$ cat src/rtl/multicycle_ctrl_if.sv
// Control/handshake bundle between the multi-cycle controller, memory and datapath.
// The controller takes the master view; memory/datapath models take the slave view.
interface multicycle_ctrl_if;
  logic        start;
  logic [15:0] instr;
  logic        mem_ack;
  logic        alu_zero;
  logic        mem_req;
  logic        mem_we;
  logic        ir_write;
  logic        pc_write;
  logic [1:0]  pc_src;
  logic [1:0]  ext_sel;
  logic [2:0]  alu_op;
  logic        alu_src_imm;
  logic        reg_write;
  logic        wb_sel;
  logic        busy;
  logic        halted;
  logic        fault;

  modport master (
    input  start, instr, mem_ack, alu_zero,
    output mem_req, mem_we, ir_write, pc_write, pc_src, ext_sel, alu_op,
           alu_src_imm, reg_write, wb_sel, busy, halted, fault
  );

  modport slave (
    output start, instr, mem_ack, alu_zero,
    input  mem_req, mem_we, ir_write, pc_write, pc_src, ext_sel, alu_op,
           alu_src_imm, reg_write, wb_sel, busy, halted, fault
  );
endinterface

$ cat src/rtl/multicycle_ctrl.sv
// Multi-cycle control FSM for the 16-bit datapath: fetch over req/ack, decode,
// execute, memory and writeback sequencing, with a memory-timeout fault to HALT.
module multicycle_ctrl #(
  parameter int MEM_TIMEOUT = 15,
  parameter int TW          = 4
) (
  input logic             clk,
  input logic             rst,
  multicycle_ctrl_if.master bus
);

  localparam logic [2:0] S_IDLE   = 3'd0;
  localparam logic [2:0] S_FETCH  = 3'd1;
  localparam logic [2:0] S_DECODE = 3'd2;
  localparam logic [2:0] S_EXEC   = 3'd3;
  localparam logic [2:0] S_MEM    = 3'd4;
  localparam logic [2:0] S_WB     = 3'd5;
  localparam logic [2:0] S_HALT   = 3'd6;

  localparam logic [3:0] OP_NOP  = 4'h0;
  localparam logic [3:0] OP_ADD  = 4'h1;
  localparam logic [3:0] OP_SUB  = 4'h2;
  localparam logic [3:0] OP_AND  = 4'h3;
  localparam logic [3:0] OP_OR   = 4'h4;
  localparam logic [3:0] OP_ADDI = 4'h5;
  localparam logic [3:0] OP_LW   = 4'h6;
  localparam logic [3:0] OP_SW   = 4'h7;
  localparam logic [3:0] OP_LI   = 4'h8;
  localparam logic [3:0] OP_LUI  = 4'h9;
  localparam logic [3:0] OP_BEQ  = 4'hA;
  localparam logic [3:0] OP_JMP  = 4'hB;
  localparam logic [3:0] OP_HALT = 4'hF;

  localparam logic [TW-1:0] CNT_LAST = TW'(MEM_TIMEOUT - 1);
  localparam logic [TW-1:0] CNT_MAX  = {TW{1'b1}};

  logic [2:0]    state_r;
  logic [2:0]    state_s;
  logic [TW-1:0] cnt_r;
  logic [3:0]    op_r;
  logic [1:0]    ext_sel_r;
  logic          fault_r;
  logic          timeout_s;
  logic          fault_set_s;
  logic [3:0]    dec_op_s;

  // Non-immediate opcodes keep the previous select so the extender output stays put.
  function automatic logic [1:0] ext_sel_of(input logic [3:0] op, input logic [1:0] cur);
    case (op)
      OP_ADDI, OP_LW, OP_SW: ext_sel_of = 2'b00;
      OP_LI, OP_BEQ:         ext_sel_of = 2'b01;
      OP_LUI:                ext_sel_of = 2'b11;
      OP_JMP:                ext_sel_of = 2'b10;
      default:               ext_sel_of = cur;
    endcase
  endfunction

  function automatic logic [2:0] alu_op_of(input logic [3:0] op);
    case (op)
      OP_SUB, OP_BEQ: alu_op_of = 3'b001;
      OP_AND:         alu_op_of = 3'b010;
      OP_OR:          alu_op_of = 3'b011;
      OP_LI, OP_LUI:  alu_op_of = 3'b100;
      default:        alu_op_of = 3'b000;
    endcase
  endfunction

  function automatic logic is_illegal(input logic [3:0] op);
    is_illegal = (op == 4'hC) || (op == 4'hD) || (op == 4'hE);
  endfunction

  assign dec_op_s  = bus.instr[15:12];
  assign timeout_s = (cnt_r == CNT_LAST) && !bus.mem_ack;

  // Next-state selection.
  always_comb begin
    state_s = state_r;
    case (state_r)
      S_IDLE: begin
        if (bus.start) state_s = S_FETCH;
        else           state_s = S_IDLE;
      end
      S_FETCH: begin
        if (bus.mem_ack)    state_s = S_DECODE;
        else if (timeout_s) state_s = S_HALT;
        else                state_s = S_FETCH;
      end
      S_DECODE: begin
        if (dec_op_s == OP_NOP)                             state_s = S_FETCH;
        else if (dec_op_s == OP_HALT || is_illegal(dec_op_s)) state_s = S_HALT;
        else                                                state_s = S_EXEC;
      end
      S_EXEC: begin
        case (op_r)
          OP_LW, OP_SW:   state_s = S_MEM;
          OP_BEQ, OP_JMP: state_s = S_FETCH;
          default:        state_s = S_WB;
        endcase
      end
      S_MEM: begin
        if (bus.mem_ack)    state_s = (op_r == OP_LW) ? S_WB : S_FETCH;
        else if (timeout_s) state_s = S_HALT;
        else                state_s = S_MEM;
      end
      S_WB:    state_s = S_FETCH;
      S_HALT:  state_s = S_HALT;
      default: state_s = S_IDLE;
    endcase
  end

  // Fault sources: memory timeout in a wait state, or an illegal opcode in DECODE.
  always_comb begin
    if ((state_r == S_FETCH || state_r == S_MEM) && timeout_s) fault_set_s = 1'b1;
    else if (state_r == S_DECODE && is_illegal(dec_op_s))     fault_set_s = 1'b1;
    else                                                       fault_set_s = 1'b0;
  end

  // State register.
  always_ff @(posedge clk or posedge rst) begin
    if (rst) state_r <= S_IDLE;
    else     state_r <= state_s;
  end

  // Wait counter: clears on each state entry, saturates while the state holds.
  always_ff @(posedge clk or posedge rst) begin
    if (rst)                    cnt_r <= {TW{1'b0}};
    else if (state_s != state_r) cnt_r <= {TW{1'b0}};
    else if (cnt_r != CNT_MAX)  cnt_r <= cnt_r + {{(TW-1){1'b0}}, 1'b1};
    else                        cnt_r <= cnt_r;
  end

  // Opcode and extender select latched in DECODE.
  always_ff @(posedge clk or posedge rst) begin
    if (rst) begin
      op_r      <= 4'h0;
      ext_sel_r <= 2'b00;
    end else if (state_r == S_DECODE) begin
      op_r      <= dec_op_s;
      ext_sel_r <= ext_sel_of(dec_op_s, ext_sel_r);
    end else begin
      op_r      <= op_r;
      ext_sel_r <= ext_sel_r;
    end
  end

  // Sticky fault flag.
  always_ff @(posedge clk or posedge rst) begin
    if (rst)              fault_r <= 1'b0;
    else if (fault_set_s) fault_r <= 1'b1;
    else                  fault_r <= fault_r;
  end

  // Control outputs decoded from state and latched opcode.
  always_comb begin
    bus.mem_req     = 1'b0;
    bus.mem_we      = 1'b0;
    bus.ir_write    = 1'b0;
    bus.pc_write    = 1'b0;
    bus.pc_src      = 2'b00;
    bus.alu_op      = 3'b000;
    bus.alu_src_imm = 1'b0;
    bus.reg_write   = 1'b0;
    bus.wb_sel      = 1'b0;
    bus.busy        = (state_r != S_IDLE) && (state_r != S_HALT);
    bus.halted      = (state_r == S_HALT);
    bus.ext_sel     = ext_sel_r;
    bus.fault       = fault_r;
    case (state_r)
      S_FETCH: begin
        bus.mem_req  = 1'b1;
        bus.ir_write = bus.mem_ack;
        bus.pc_write = bus.mem_ack;
      end
      S_EXEC: begin
        bus.alu_op = alu_op_of(op_r);
        case (op_r)
          OP_ADDI, OP_LW, OP_SW, OP_LI, OP_LUI: bus.alu_src_imm = 1'b1;
          OP_BEQ: begin
            bus.pc_src   = 2'b01;
            bus.pc_write = bus.alu_zero;
          end
          OP_JMP: begin
            bus.pc_src   = 2'b10;
            bus.pc_write = 1'b1;
          end
          default: bus.alu_src_imm = 1'b0;
        endcase
      end
      S_MEM: begin
        bus.mem_req = 1'b1;
        bus.mem_we  = (op_r == OP_SW);
      end
      S_WB: begin
        bus.reg_write = 1'b1;
        bus.wb_sel    = (op_r == OP_LW);
      end
      default: bus.mem_req = 1'b0;
    endcase
  end

endmodule

$ cat src/flat_wrapper.sv
// flat-port wrapper written by rule: the top's interface ports become plain ports
module multicycle_ctrl_flat 
#(
  parameter int MEM_TIMEOUT = 15,
  parameter int TW          = 4
)
  (clk, rst, bus_start, bus_instr, bus_mem_ack, bus_alu_zero, bus_mem_req, bus_mem_we, bus_ir_write, bus_pc_write, bus_pc_src, bus_ext_sel, bus_alu_op, bus_alu_src_imm, bus_reg_write, bus_wb_sel, bus_busy, bus_halted, bus_fault);
  multicycle_ctrl_if bus_i ();
  input logic clk;
  input logic rst;
  input wire logic [$bits(bus_i.start)-1:0] bus_start;
  input wire logic [$bits(bus_i.instr)-1:0] bus_instr;
  input wire logic [$bits(bus_i.mem_ack)-1:0] bus_mem_ack;
  input wire logic [$bits(bus_i.alu_zero)-1:0] bus_alu_zero;
  output wire logic [$bits(bus_i.mem_req)-1:0] bus_mem_req;
  output wire logic [$bits(bus_i.mem_we)-1:0] bus_mem_we;
  output wire logic [$bits(bus_i.ir_write)-1:0] bus_ir_write;
  output wire logic [$bits(bus_i.pc_write)-1:0] bus_pc_write;
  output wire logic [$bits(bus_i.pc_src)-1:0] bus_pc_src;
  output wire logic [$bits(bus_i.ext_sel)-1:0] bus_ext_sel;
  output wire logic [$bits(bus_i.alu_op)-1:0] bus_alu_op;
  output wire logic [$bits(bus_i.alu_src_imm)-1:0] bus_alu_src_imm;
  output wire logic [$bits(bus_i.reg_write)-1:0] bus_reg_write;
  output wire logic [$bits(bus_i.wb_sel)-1:0] bus_wb_sel;
  output wire logic [$bits(bus_i.busy)-1:0] bus_busy;
  output wire logic [$bits(bus_i.halted)-1:0] bus_halted;
  output wire logic [$bits(bus_i.fault)-1:0] bus_fault;
  assign bus_i.start = bus_start;
  assign bus_i.instr = bus_instr;
  assign bus_i.mem_ack = bus_mem_ack;
  assign bus_i.alu_zero = bus_alu_zero;
  assign bus_mem_req = bus_i.mem_req;
  assign bus_mem_we = bus_i.mem_we;
  assign bus_ir_write = bus_i.ir_write;
  assign bus_pc_write = bus_i.pc_write;
  assign bus_pc_src = bus_i.pc_src;
  assign bus_ext_sel = bus_i.ext_sel;
  assign bus_alu_op = bus_i.alu_op;
  assign bus_alu_src_imm = bus_i.alu_src_imm;
  assign bus_reg_write = bus_i.reg_write;
  assign bus_wb_sel = bus_i.wb_sel;
  assign bus_busy = bus_i.busy;
  assign bus_halted = bus_i.halted;
  assign bus_fault = bus_i.fault;
  multicycle_ctrl #(.MEM_TIMEOUT(MEM_TIMEOUT), .TW(TW)) u_core (.clk(clk), .rst(rst), .bus(bus_i));
endmodule
$ cat config.mk
export PLATFORM = sky130hd
export DESIGN_NAME = multicycle_ctrl_flat
export DESIGN_NICKNAME = d
export VERILOG_FILES = /design/src/rtl/multicycle_ctrl_if.sv /design/src/rtl/multicycle_ctrl.sv /design/src/flat_wrapper.sv
export SDC_FILE = /design/constraint.sdc
export NUM_CORES = 1
export LEC_CHECK = 0
export CAP_MARGIN = 20
export CORE_MARGIN = 4
export CORE_UTILIZATION = 46
export DETAILED_ROUTE_END_ITERATION = 8
export PLACE_DENSITY = 0.87
export SLEW_MARGIN = 0
export SYNTH_ARGS = -nofsm -noshare
export SYNTH_HDL_FRONTEND = slang
export SYNTH_SLANG_ARGS = --single-unit
$ cat constraint.sdc
create_clock -name clk -period 3.9 [get_ports clk]
set_input_delay 1.17 -clock clk [delete_from_list [all_inputs] [get_ports clk]]
set_output_delay 1.17 -clock clk [all_outputs]
set_load 0.01 [all_outputs]
======== Yosys cells after proc, flatten, opt, wreduce, memory -nomap -nowiden ========
Cells that the tools add are included.
operators by class
  add/sub/neg operators ................... 1
  multiply operators ...................... 0
  div/mod/pow operators ................... 0
  $lt $le $gt $ge ......................... 0
  equality and inequality tests ........... 31
  shift operators ......................... 0
  muxes and demuxes ....................... 28
  bitwise logic cells ..................... 0
  reduce and logical (&&, ||, !) cells .... 23
operator list
  cell                                                                   count
  4-bit equality test, second input constant                             13
  4-bit by 3-bit equality test with 1-bit output, second input constant  7
  3-bit two-way mux                                                      7
  3-bit case mux with 7 select lines                                     1
  3-bit case mux with 4 select lines                                     1
  2-bit OR reduction                                                     6
  1-bit two-way mux                                                      10
  3-bit equality test, second input constant                             3
  4-bit by 2-bit equality test with 1-bit output, second input constant  2
  4-bit two-way mux                                                      2
  2-bit case mux with 4 select lines                                     1
  3-bit by 2-bit equality test with 1-bit output, second input constant  2
  3-bit case mux with 2 select lines                                     1
  5-bit OR reduction                                                     1
  4-bit by 1-bit adder with 4-bit output, second input constant          1
  1-bit logical AND                                                      4
  4-bit logical NOT                                                      1
  1-bit logical OR                                                       4
  2-bit two-way mux                                                      2
  4-bit != test, second input constant                                   1
  1-bit case mux with 2 select lines                                     2
  2-bit case mux with 2 select lines                                     1
  4-bit nonzero test                                                     1
  3-bit by 1-bit equality test with 1-bit output, second input constant  1
  8 further kinds                                                        8
word-level totals
  register bits ........................... 14
  bits in latches ......................... 0
  RAM bits ................................ 0
  memory bits (read-only) ................. 0
  input port bits ......................... 21
  output and inout bits ................... 17
  memories ................................ 0

======== Longest topological paths before layout ========
Gate-level depths: netlist of the first run.
  word-level depth ........................ 9
  gate-level depth with buffers ........... 7

======== Worst setup path before layout of the first run ========
No wires, ideal clock.
  path type ............................... in2out
  start point ............................. input bus_mem_ack
  end point ............................... output bus_pc_write
  arrival time ............................ 1.738 ns
  data required time ...................... 2.730 ns
  setup slack ............................. 0.992 ns
  stages on the path ...................... 2
  path buffers ............................ 0
  cells stage by stage .................... nor3b_1 o21bai_1
between the ends
  word-level cells in the longest chain between the ends .. 1
ends and longest elaborated chain
  element                             line                    source
  start: declaration                  flat_wrapper.sv:13      input wire logic [$bits(bus_i.mem_ack)-1:0] bus_mem_ack;
  1-bit case mux with 2 select lines  multicycle_ctrl.sv:168  case (state_r)
  end: declaration                    flat_wrapper.sv:18      output wire logic [$bits(bus_i.pc_write)-1:0] bus_pc_write;
No other way between the ends.

======== Worst setup path in the final report of the first run ========
Same ends and word-level chain as after synthesis.

==> impl_metrics.py, run 1 <==
metrics = {
    "route": {
        "ant_nets": 0,
        "routed_wl_mm": 2.41,
        "drc": 0,
        "vias": 985,
        "first_pass_iters": 4,
        "drt_iter0_markers": 38,
        "vias_per_cell": 5.76,
        "post_drt_wl_per_cell_um": 14.1,
    },
    "timing": {
        "setup_tns_ns": 0,
        "min_period_ns": 3.73,
        "setup_viol": 0,
        "fmax_mhz": 268,
        "rsz0062_at_grt": "no",
        "timing.hold.ws_ns": 0.486,
        "fin_skew_ns": 0.00664,
        "hold_viol": 0,
        "maxSlewHeadroom": 0.647,
        "worst_slew_pin_slew_ns": 0.529,
        "min_period_over_period": 0.957,
        "drv_slew": 0,
    },
    "synthesis": {
        "synth-edff-count": 0,
        "yosys_warnings": 0,
        "synth_flop_cell": "dfrtp_1",
        "synthesis.nets": 142,
        "synth-seq-cells": 14,
        "seq_area_frac_synth": 0.358,
        "syn_inst": 119,
        "syn_area_um2": 980,
        "avgSynthCellArea_um2": 8.23,
        "synth_cell_types": 47,
        "ys_async_sr_fraction": 1.00,
    },
    "worst_setup_path": {
        "crit_family": "buffers and inverters",
        "cp-start-kind": "primary input",
        "critical_path.max_fanout": 2,
        "critical_path_required_ns": 2.73,
        "slowest_delay_ns": 0.55,
        "cp_slowest_cell": "clkdlybuf4s50_1",
        "cp_data_arrival_time_ns": 2.56,
        "cp_num_buf_inv": 2,
        "cp_common_cell": "clkdlybuf4s50_1",
        "cp_cell_sequence": "clkdlybuf4s50_1 -> nor3b_2 -> o21bai_1 -> clkdlybuf4s50_1",
        "worst_setup_path_end_kind": "output port",
        "worst-setup-path-type": "in2out",
    },
    "placed_design": {
        "io_buffers": 25,
        "gp_congestion": 0.832,
        "hpwl_mm": 1.78,
    },
    "clock_network": {
        "clk_pin_slew_ns": 0.07,
        "htreeDepth": 1,
        "cts_tree": "built",
        "cts_buffers": 3,
        "cts_max_path_buffers": 2,
        "clock_latency_ns": 0.29,
        "cts_root_buf": "clkbuf_4",
        "cts.sinks": 14,
        "cts_hold_buf": 0,
    },
    "run": {
        "cap_violations": 0,
    },
    "power": {
        "p_switching_w": 0.000336,
        "pwr-share-clk": 0.105,
        "power.internal_w": 0.000450,
        "combPwrFrac": 0.518,
        "ir_drop_mv": 0.418,
        "power.density_mw_per_mm2": 615,
        "swShare": 0.427,
        "leakage_nw": 0.521,
        "seqPwrFrac": 0.377,
    },
    "floorplanning": {
        "core_mm2": 0.00200,
        "start_util": 0.489,
        "rows": 16,
        "die_x_um": 54.2,
        "io_pins": 38,
        "die_h_um": 54.2,
        "die_area_mm2": 0.00293,
    },
    "final_layout": {
        "antenna_cells": 0,
        "layout_commonest_cell": "clkdlybuf4s50_1",
        "regArea_um2": 350,
        "final_cell_mix": "25 x clkdlybuf4s50_1, 19 x nor2_1, 14 x dfrtp_1, 10 x nand2_1, 8 x a21oi_1",
        "fillers": 174,
        "fin_nets": 169,
        "area_growth_pct": 30.4,
        "multiInputGateArea_um2": 591,
        "final_layout_size_suffix_gt1_frac": 0.0903,
    },
    "global_route": {
        "antenna_found_initial": 0,
        "grt_max_degree": 17,
        "gr-usage-all-layers": 0.180,
        "grt_overflow": 0,
        "grt_pass1_vias": 875,
        "grt_pass1_wl_mm": 3.86,
    },
    "run_status": {
        "status": "completed",
    },
    "worst_hold_path": {
        "min_path_type": "reg2reg",
    },
}
==> logic make-up (layout without fill, tap and decap cells) <==
logic type      Yosys count  after routing  share of synthesized area
xor+xnor                  1              1                    0.00894
simple gates             60             60                      0.331
buf+inv                  10             35                     0.0447
flops                    14             14                      0.358
fa+ha+maj                 2              2                     0.0255
compound gates           30             30                      0.211
mux                       2              2                     0.0217
==> registers in the layout (all words and copies together) (netlist names) <==
signal / count
u_core.bus.ext_sel: 2
u_core.bus.fault: 1
u_core.cnt_r: 4
u_core.op_r: 4
u_core.state_r: 3
==> metal layers <==
layer / up-vias / wire length, um / global-route usage
met5: - / 0 / 0
met4: 0 / 49 / 0.0871
met3: 5 / 142 / 0.0194
met2: 34 / 1160 / 0.307
met1: 464 / 1050 / 0.222
li1: 482 / - / -
==> worst paths after layout <==
| kind | from | end | slack (ns) | cells past startpoint |
|---|---|---|---|---|
| max | bus_mem_ack | bus_pc_write | 0.17 | 4 |
| min | u_core.bus.fault$_DFFE_PP0P_ | u_core.bus.fault$_DFFE_PP0P_ | 0.49 | 1 |
| max reg2reg | u_core.cnt_r[0]$_DFFE_PP0P_ | u_core.cnt_r[2]$_DFFE_PP0P_ | 1.94 | 7 |
| min reg2reg | u_core.bus.fault$_DFFE_PP0P_ | u_core.bus.fault$_DFFE_PP0P_ | 0.49 | 1 |
| max in group asynchronous | rst | u_core.op_r[1]$_DFFE_PP0P_ | 2.32 | 2 |
| min in group asynchronous | rst | u_core.cnt_r[0]$_DFFE_PP0P_ | 1.22 | 2 |
==> worst reg2reg max path, cell delays in order, from the launching register on <==
cell and delay, ns:
dfrtp_1 0.43, inv_1 0.07, ha_1 0.21, and4b_4 0.20
o211a_1 0.21, or3_4 0.40, o211ai_2 0.23, nor3_1 0.09
==> power by group through the flow <==
| stage | logic, W | registers (W) | clock network, W |
|---|---|---|---|
| final | 0.000407 | 0.000296 | 0.0000828 |
| after global placement | 0.000395 | 0.000289 | 0 |
| after detailed placement | 0.000402 | 0.000295 | 0 |
| after CTS | 0.000406 | 0.000294 | 0.0000858 |
| after floorplan | 0.000287 | 0.000258 | 0 |
| after global routing | 0.000451 | 0.000308 | 0.0000910 |
==> synth_stat cells, drive strengths merged, types with 3 or more instances <==
library cell   n  share of area
nor2b          4          0.028
dfrtp         14           0.36
o21ai          6          0.031
nand2         10          0.038
nor2          20          0.079
nand2b         3          0.019
a21oi          8          0.041
nor3           4          0.020
nand3          3          0.015
inv            6          0.023
or3            3          0.024
==> what timing repair did <==
item / CTS / global route
setup buffers: 0 / 0
gates resized for setup: 0 / 1
endpoints found under the setup margin: 0 / 1
==> stage by stage <==
step,instances,instance area [um2],utilization,setup WS (ns),total power [W]
finish,171,1280,0.638,0.167,0.000786
global route,171,1280,0.638,0.0930,0.000849
CTS,171,1270,0.636,0.0604,0.000785
detailed placement,168,1250,0.624,0.0699,0.000698
global placement,168,1250,0.624,0.0692,0.000683
floorplan,119,980,-,0.992,0.000544
==> layout make-up <==
class / instances / area share
multi-input combinational: 95 / 0.462
sequential: 14 / 0.274
timing repair buffer: 26 / 0.202
tap: 27 / 0.0264
clock buffer: 3 / 0.0176
inverter: 6 / 0.0176
No activity file was read; power rests on OpenSTA's default activity.
==> run 2, diff against run 1 <==
--- a/config.mk
+++ b/config.mk
@@ -9,6 +9,7 @@
 export CORE_MARGIN = 4
 export CORE_UTILIZATION = 46
 export DETAILED_ROUTE_END_ITERATION = 8
+export GPL_ROUTABILITY_DRIVEN = 0
 export PLACE_DENSITY = 0.87
 export SLEW_MARGIN = 0
 export SYNTH_ARGS = -nofsm -noshare
==> results of run 2 <==
The final DEF is identical to that of run 1; final timing and power are the same.
